===== config.mk =====
export PLATFORM = sky130hd
export DESIGN_NAME = compare_arbiter
export DESIGN_NICKNAME = d
export VERILOG_FILES = /design/src/rtl/compare_arbiter.sv
export SDC_FILE = /design/constraint.sdc
export NUM_CORES = 1
export LEC_CHECK = 0
export CELL_PAD_IN_SITES_DETAIL_PLACEMENT = 2
export CELL_PAD_IN_SITES_GLOBAL_PLACEMENT = 2
export CORE_AREA = 2 2 132 134
export CTS_CLUSTER_DIAMETER = 80
export DETAILED_ROUTE_END_ITERATION = 12
export DIE_AREA = 0 0 134 136
export PLACE_DENSITY_LB_ADDON = 0.1
export SYNTH_ARGS = -nofsm -noshare
export SYNTH_HDL_FRONTEND = slang
export SYNTH_SLANG_ARGS = --single-unit

===== constraint.sdc =====
create_clock -name clk -period 2.03 [get_ports clk]
set_clock_uncertainty 0.1 [all_clocks]
set_input_delay 0.406 -clock clk [delete_from_list [all_inputs] [get_ports clk]]
set_output_delay 0.406 -clock clk [all_outputs]
set_load 0.1 [all_outputs]

===== src/rtl/compare_arbiter.sv =====
// compare_arbiter: round-robin arbiter that shares one comparison_unit
// among N_REQ requesters. One request is in flight at a time. The request
// is accepted in IDLE, compared in EXEC, and answered in RESP. The response
// channel carries the requester id and one-hot equal/less/greater flags.
//
// Handshakes (both channels): a transfer happens on a rising clock edge where
// valid && ready are both high. A requester keeps valid and its operands
// stable until ready. The response outputs stay stable while resp_valid is
// high and resp_ready is low.

// Signed comparator. Exactly one output is high for any operand pair.
module comparison_unit #(
  parameter int WIDTH = 32
) (
  input  logic [WIDTH-1:0] a,
  input  logic [WIDTH-1:0] b,
  output logic             equal,
  output logic             less,
  output logic             greater
);
  assign equal   = (a == b);
  assign less    = ($signed(a) < $signed(b));
  assign greater = !equal && !less;
endmodule

module compare_arbiter #(
  parameter int WIDTH = 32,
  parameter int N_REQ = 2,
  parameter int IDW   = $clog2(N_REQ)
) (
  input  logic                   clk,
  input  logic                   rst,
  input  logic [N_REQ-1:0]       req_valid,
  output logic [N_REQ-1:0]       req_ready,
  input  logic [N_REQ*WIDTH-1:0] req_a,
  input  logic [N_REQ*WIDTH-1:0] req_b,
  output logic                   resp_valid,
  input  logic                   resp_ready,
  output logic [IDW-1:0]         resp_id,
  output logic                   resp_equal,
  output logic                   resp_less,
  output logic                   resp_greater,
  output logic                   busy
);

  typedef enum logic [1:0] {IDLE = 2'd0, EXEC = 2'd1, RESP = 2'd2} state_t;

  state_t           state_q, state_d;
  logic [IDW-1:0]   ptr_q, ptr_d;
  logic [IDW-1:0]   id_q, id_d;
  logic [WIDTH-1:0] a_q, a_d;
  logic [WIDTH-1:0] b_q, b_d;
  logic             resp_valid_q, resp_valid_d;
  logic             eq_q, eq_d;
  logic             lt_q, lt_d;
  logic             gt_q, gt_d;

  logic             found;
  logic [IDW-1:0]   gnt_idx;
  logic [IDW:0]     cand;
  logic [IDW:0]     ptr_inc;
  logic [WIDTH-1:0] sel_a;
  logic [WIDTH-1:0] sel_b;
  logic             cu_eq, cu_lt, cu_gt;

  comparison_unit #(.WIDTH(WIDTH)) u_cmp (
    .a       (a_q),
    .b       (b_q),
    .equal   (cu_eq),
    .less    (cu_lt),
    .greater (cu_gt)
  );

  // Circular search of req_valid starting at ptr; the first set bit wins.
  always_comb begin
    found   = 1'b0;
    gnt_idx = '0;
    cand    = '0;
    for (int k = 0; k < N_REQ; k++) begin
      cand = {1'b0, ptr_q} + (IDW+1)'(k);
      if (cand >= (IDW+1)'(N_REQ)) cand = cand - (IDW+1)'(N_REQ);
      if (!found && req_valid[cand[IDW-1:0]]) begin
        found   = 1'b1;
        gnt_idx = cand[IDW-1:0];
      end
    end
  end

  // Operand mux for the winner, built with constant slices.
  always_comb begin
    sel_a = '0;
    sel_b = '0;
    for (int i = 0; i < N_REQ; i++) begin
      if (gnt_idx == IDW'(i)) begin
        sel_a = req_a[i*WIDTH +: WIDTH];
        sel_b = req_b[i*WIDTH +: WIDTH];
      end
    end
  end

  // Grant: only the winner sees ready, only in IDLE, and never during reset.
  always_comb begin
    req_ready = '0;
    if (state_q == IDLE && found && !rst) req_ready[gnt_idx] = 1'b1;
  end

  // Next-state and datapath update for the IDLE -> EXEC -> RESP sequence.
  always_comb begin
    state_d      = state_q;
    ptr_d        = ptr_q;
    id_d         = id_q;
    a_d          = a_q;
    b_d          = b_q;
    resp_valid_d = resp_valid_q;
    eq_d         = eq_q;
    lt_d         = lt_q;
    gt_d         = gt_q;
    ptr_inc      = {1'b0, id_q} + (IDW+1)'(1);
    if (ptr_inc == (IDW+1)'(N_REQ)) ptr_inc = '0;
    case (state_q)
      IDLE: begin
        if (found) begin
          a_d     = sel_a;
          b_d     = sel_b;
          id_d    = gnt_idx;
          state_d = EXEC;
        end
      end
      EXEC: begin
        eq_d         = cu_eq;
        lt_d         = cu_lt;
        gt_d         = cu_gt;
        resp_valid_d = 1'b1;
        state_d      = RESP;
      end
      RESP: begin
        if (resp_ready) begin
          resp_valid_d = 1'b0;
          ptr_d        = ptr_inc[IDW-1:0];
          state_d      = IDLE;
        end
      end
      default: begin
        resp_valid_d = 1'b0;
        state_d      = IDLE;
      end
    endcase
  end

  // State register; reset aborts any in-flight compare.
  always_ff @(posedge clk) begin
    if (rst) begin
      state_q      <= IDLE;
      ptr_q        <= '0;
      id_q         <= '0;
      a_q          <= '0;
      b_q          <= '0;
      resp_valid_q <= 1'b0;
      eq_q         <= 1'b0;
      lt_q         <= 1'b0;
      gt_q         <= 1'b0;
    end else begin
      state_q      <= state_d;
      ptr_q        <= ptr_d;
      id_q         <= id_d;
      a_q          <= a_d;
      b_q          <= b_d;
      resp_valid_q <= resp_valid_d;
      eq_q         <= eq_d;
      lt_q         <= lt_d;
      gt_q         <= gt_d;
    end
  end

  assign resp_valid   = resp_valid_q;
  assign resp_id      = id_q;
  assign resp_equal   = eq_q;
  assign resp_less    = lt_q;
  assign resp_greater = gt_q;
  assign busy         = (state_q != IDLE);

endmodule

Word level (Yosys, flattened, before mapping)
Cells that the tools add are included.
{ "classes": {"addsub": 4, "mul": 0, "n_div": 0, "magnitude_cmp": 7, "n_eq_ne": 6, "shifts": 0, "muxes": 21, "bitwise": 1, "n_reduce_logical": 15} }
{ "op_table": {"columns": ["op", "count"], "rows": [
  ["32-bit 2-to-1 mux", 2],
  ["32-bit equality test", 1],
  ["32-bit < comparator", 1],
  ["1-bit 2-to-1 mux", 13],
  ["2-bit AND reduction", 4],
  ["1-bit by 2-bit < comparator with 1-bit output, second input constant", 3],
  ["2-bit 2-to-1 mux", 3],
  ["2-bit one-hot mux with 3 select lines", 1],
  ["1-bit logical AND", 5],
  ["1-bit by 1-bit adder with 2-bit output, second input constant", 2],
  ["2-bit equality test, second input constant", 2],
  ["1-bit logical NOT", 4],
  ["2-bit inequality test, second input constant", 2],
  ["1-bit one-hot mux with 3 select lines", 1],
  ["2-bit by 1-bit equality test with 1-bit output, second input constant", 1],
  ["1-bit by 2-bit >= comparator with 1-bit output, second input constant", 1],
  ["2-bit >= comparator, second input constant", 1],
  ["2-bit logical NOT", 1],
  ["2-bit nonzero test", 1],
  ["1-bit subtractor, second input constant", 2],
  ["1-bit demux with 1-bit select", 1],
  ["1-bit >= comparator, second input constant", 1],
  ["1-bit inverter", 1]
]} }
{ "word_totals": {"reg_bits": 72, "latch_bits": 0, "ram_bits": 0, "mem_bits_ro": 0, "in_bits": 133, "output_inout_bits": 8, "wordCells": 63, "memories": 0} }

Logic depth before layout (Yosys ltp)
{ "depth": {"word_depth": 13, "mapped_depth": 8, "depth_no_buf": 8} }

Modules after synthesis
A second synthesis with hierarchy kept.
{ "unflattened": {"cells_unflattened": 387, "hier_area_um2": 3678.5} }
{ "modules_own_cells": {"columns": ["mod", "n_inst", "cells_per_inst", "area_each_um2", "seq_area_each_um2"], "rows": [
  ["compare_arbiter", 1, 270, 2841.5, 1441.4],
  ["comparison_unit", 1, 117, 837.1, 0.0]
]} }

Worst setup path after synthesis
No wires, ideal clock.
{ "synth_timing": {"path_kind": "flip-flop to output port", "startpoint": "reg state_q[1]", "endpoint": "out req_ready[1]", "arrival_ps": 3409, "required_ps": 1524, "path_slack_ps": -1885, "path_stages_with_launch": 4, "n_path_buf": 0, "cell_sequence": "dfxtp_1 -> or2_1 -> or2_1 -> nor3_1"} }
{ "synth_via": {"elab_chain_cells": 4} }
{ "synth_lines": {"columns": ["item", "line", "text"], "rows": [
  ["from (decl)", "48", "state_t state_q, state_d;"],
  ["from (signal assigned)", "163", "state_q <= state_d;"],
  ["2-bit logical NOT", "104", "if (state_q == IDLE && found && !rst) req_ready[gnt_idx] = 1'b1;"],
  ["1-bit logical AND (2 in a row)", "104", null],
  ["2-bit 2-to-1 mux", "104", null],
  ["to (decl)", "34", "output logic [N_REQ-1:0] req_ready,"]
]} }
No other way between the ends.

Worst setup path in the final report
{ "layout_timing": {"startpoint": "reg b_q[21]", "endpoint": "reg gt_q (netlist: resp_greater)"} }
{ "layout_via": {"elab_chain_cells": 3, "word_cells_on_any_way": 5, "classes_between": "1 x order compare; 1 x eq/ne; 3 x reduce/logical"} }
{ "layout_lines": {"columns": ["item", "line", "text"], "rows": [
  ["from (decl)", "52", "logic [WIDTH-1:0] b_q, b_d;"],
  ["from (signal assigned)", "157", "b_q <= '0;"],
  ["from (signal assigned)", "167", "b_q <= b_d;"],
  ["32-bit < comparator / 32-bit equality test (equally long branches)", "22, 21", null],
  ["1-bit logical NOT", "23", "assign greater = !equal && !less;"],
  ["1-bit logical AND (*)", "23", null],
  ["to (signal assigned)", "171", "gt_q <= gt_d;"],
  ["to (decl)", "56", "logic gt_q, gt_d;"]
]} }
Every way passes the cells marked *; elsewhere a longest branch is shown, timed or not.
A chain may end at the register's enable or synchronous reset.

==> flow_summary.ini <==
[place]
dp_slack_ps = -208
hpwl_mm = 9.85
portBuffers = 140
gp_congestion = 0.747

[timing]
fin_crit_sh_pct = 103
max_freq_mhz = 479
rsz0062_at_grt = yes
drv_slew = 0
relSlewSlack_pct = 67.6
setup_viol = 4
setup_ws_ps = -56.7
period_minus_slack_ps = 2090
hold_viol = 0
worst_pin_slew_ps = 481

[worst_setup_path]
cp_common_cell = and3_4
crit_arrival_ps = 2210
worstPathRequired_ps = 2150
worstPathMaxFanout = 3
cp_slowest_cell = nor4_4
worstSetupPathType = flip-flop to flip-flop
crit_buf_inv = 1
path_cells = inv_2, ha_4, nand4_4, nor4_4, and3_4, o31ai_4, and3_4, a211o_1
setup.worst_path.end_class = flip-flop
worst_path_largest_cell_delay_ps = 350
start_kind = flip-flop
crit_family = simple AND/OR/NAND/NOR gates

[layout]
layout-drive-gt1-share_pct = 17.9
area_delta_synth_final_pct = 62.6
final_nets = 764
fillers = 1814
utilization_pct = 38.4
n_antenna_cell = 0

[clock_network]
clockBufferDepth = 2
cts_hold_buf = 0
cts-buffers-inserted = 9
root_buffer = clkbuf_16
h-tree-depth = 3
clk_latency_ps = 340
cts.clk_slew.worst_paths_ps = 60
cts_tree = yes
cts.sink_count = 72

[floorplanning]
die_y_um = 136
num_io_pins = 141
initial_core_util_pct = 23.6
num_rows = 48
die_w_um = 134
coreArea_um2 = 16900
dieArea_um2 = 18200

[synthesis]
syn_nets = 607
synth-edff-count = 0
syn_area_per_cell_um2 = 9.01
synth_warnings = 0
yosysUniqueCellTypes = 41
synth.most_common_cell = nor2_1
synthTopCellsByArea = dfxtp_1, mux2i_1, a211oi_1
synth-seq-cells = 72
async_flop_share_pct = 0
syn_area_um2 = 3980
synth_ff_type = dfxtp_1
synth_top_area_share_pct = 36.2
syn_inst = 442
synth_top_area_cell = dfxtp_1
synth_seq_area_share_pct = 36.2
synth_commonest_cells = nor2_1, dfxtp_1, a211oi_1, mux2i_1, inv_1

[grt]
antenna_found_initial = 0
grt-ovfl-total = 0
grt_max_degree = 54
grt_pass1_vias = 4347
grt.total_usage_pct = 14.7
grt_pass1_wl_mm = 21.2

[outcome]
violations = negative setup slack
outcome = finished, violations left

[drt]
routed-via-count = 3798
wirelength_mm = 12.6
ant_nets = 0
drc = 0
drt_first_iter_violations = 66
firstDrtPassIters = 4
via_per_inst = 4.58
detail_route.wl_per_cell_um = 15.2

[run]
drv_cap = 0

[power_and_ir_drop]
power_leakage_uw = 0.00279
vdd_drop_max_v = 0.000382
power_density_nw_per_um2 = 761

[hold_path]
min_path_type = input pin to flip-flop
path summary, 6_finish.rpt:
check,start,to,slack [ps],cells past startpoint
hold / removal,rst,ptr_q$_SDFFE_PP0P_,350,2
setup reg to reg,b_q[21]$_SDFFE_PP0P_,resp_greater$_SDFFE_PP0P_,-60,8
hold reg to reg,b_q[8]$_SDFFE_PP0P_,b_q[8]$_SDFFE_PP0P_,400,2
setup / recovery,b_q[21]$_SDFFE_PP0P_,resp_greater$_SDFFE_PP0P_,-60,8
report_power, final:
part / internal (µW) / switching [µW] / total (µW)
clock: 922 / 602 / 1520
combinational: 862 / 825 / 1690
sequential: 1590 / 119 / 1710
cells by family after synthesis:
group	Yosys count	synth area share, %
buffers and inverters	62	6.47
AOI/OAI and AO/OA	97	17.6
adders and majority gates	32	10.1
and+or+nand+nor	115	13.5
DFF	72	36.2
muxes	64	16.1
timing repair:
action | CTS | global route
pin swaps | 12 | 12
setup buffers | 5 | 1
setup endpoints to repair | 4 | 4
resized for setup | 28 | 14
metrics by stage:
step / area, µm² / total power, µW / TNS, ps / hold slack (ps) / instances
after CTS: 6430 / 4980 / -329 / 348 / 828
final: 6470 / 4920 / -157 / 353 / 829
after floorplan: 4000 / 2590 / -203 / 365 / 442
after global placement: 5920 / 3220 / -1410 / 390 / 807
after detailed placement: 5920 / 3290 / -2610 / 397 / 807
after global routing: 6470 / 5260 / -471 / 396 / 829
registers in the layout (all words and copies together), names as in the netlist:
name,cells
resp_id,1
resp_valid,1
a_q,32
ptr_q,1
resp_less,1
resp_greater,1
b_q,32
state_q,2
resp_equal,1
layout by cell type (no fill, tap or decap), drive strengths merged, types with 6 or more instances in the layout:
cell type,Yosys,layout
a211oi,65,65
inv,33,33
buf,16,44
mux2i,64,64
clkdlybuf4s50,0,129
nor2,77,77
a21oi,14,14
nand4,6,6
dfxtp,72,72
nand2,10,10
clkbuf,13,13
ha,32,32
final cells by class:
| cell class | count | area, µm² | area share [%] |
|---|---|---|---|
| tap | 225 | 282 | 4.35 |
| clock buffer | 13 | 270 | 4.17 |
| inverter | 33 | 124 | 1.91 |
| clock inverter | 3 | 15.0 | 0.232 |
| sequential | 72 | 1460 | 22.5 |
| timing repair buffer | 175 | 1800 | 27.8 |
| multi-input combinational | 308 | 2530 | 39.0 |
per-layer routing:
layer	part of all wire, %	GRT usage (%)	wire length (µm)	up-vias
met5	0	0	0	-
met2	52	27.4	6560	78
met1	42	16.6	5350	1813
met4	1.3	5.14	159	0
li1	-	-	-	1896
met3	4.2	3.06	529	11
No activity file was read; power rests on OpenSTA's default activity.
==> RTL edit (same flow settings) <==
The parameter `N_REQ` goes from 2 to 4.
--- a/src/rtl/compare_arbiter.sv
+++ b/src/rtl/compare_arbiter.sv
@@ -25,7 +25,7 @@
 
 module compare_arbiter #(
   parameter int WIDTH = 32,
-  parameter int N_REQ = 2,
+  parameter int N_REQ = 4,
   parameter int IDW   = $clog2(N_REQ)
 ) (
   input  logic                   clk,
Ports: changed (5 resized); port bits go from 141 to 274. No check against the original RTL was run, so the function may have changed too.
==> RTL edit against the unedited design <==
The run now fails in clock tree synthesis; synthesized area increased by 46%; synthesized cell count increased by 38%.
==> RTL edit: results (changes against the unedited design) <==
metric	value	unit	change
clockBufferDepth	2		unchanged
syn_inst	609		+38%
io_buffers	273		+95%
synth_seq_cells	74		+2.8%
status	aborted with a tool error		
synthArstFlopShare	0	%	unchanged
synth_ff_type	dfxtp_1		
dp_hpwl	22300	um	+130%
place_ws	-0.850	ns	-0.642 ns
h-tree-depth	3		unchanged
tool.error	[ERROR DPL-0033] detailed placement checks failed during check placement.		
clock-root-buffer	clkbuf_16		
synthTopCellsByCount	mux2i_1 (129), dfxtp_1 (74), nand2b_1 (66), mux2_2 (64), o22ai_1 (60)		
ys_seq_area_share	25.5	%	-11 points
synth_top_area_share	25.5	%	-11 points
yosys-top-cells-area	dfxtp_1 (26%), mux2i_1 (22%), mux2_2 (12%)		
globalplace.congestion	0.855		+14%
cts.repair.resized	288		+930%
synth_cell_types	44		+7.3%
dp.cells	1124		+39%
postPlaceCellArea	9180	um2	+55%
syn-num-nets	905		+49%
cts-buffers-inserted	9		unchanged
lastStage	clock tree synthesis		
post_cts_buffers	32		+27
ys_warn_count	0		unchanged
[RTL edit: changes by cell type after synthesis, moves of 60 or more]
| cell | unedited run | this run |
|---|---|---|
| mux2_2 | 0 | 64 |
| a211oi_1 | 65 | 2 |
| nand2b_1 | 1 | 66 |
| nor2_1 | 77 | 13 |
| mux2i_1 | 64 | 129 |
| o22ai_1 | 0 | 60 |
[RTL edit: kinds of logic after synthesis]
family / Yosys count / share of synthesized area (%)
mux: 193 / 34.6
simple gates: 123 / 12.2
compound gates: 103 / 11.6
buf+inv: 83 / 8.92
flops: 74 / 25.5
fa+ha+maj: 33 / 7.11
[RTL edit: metrics by stage]
stage,setup TNS [ns],util [%]
3_5_place_dp,-49.88,54.4
3_3_place_gp,-36.08,54.4
2_1_floorplan,-2.05,-
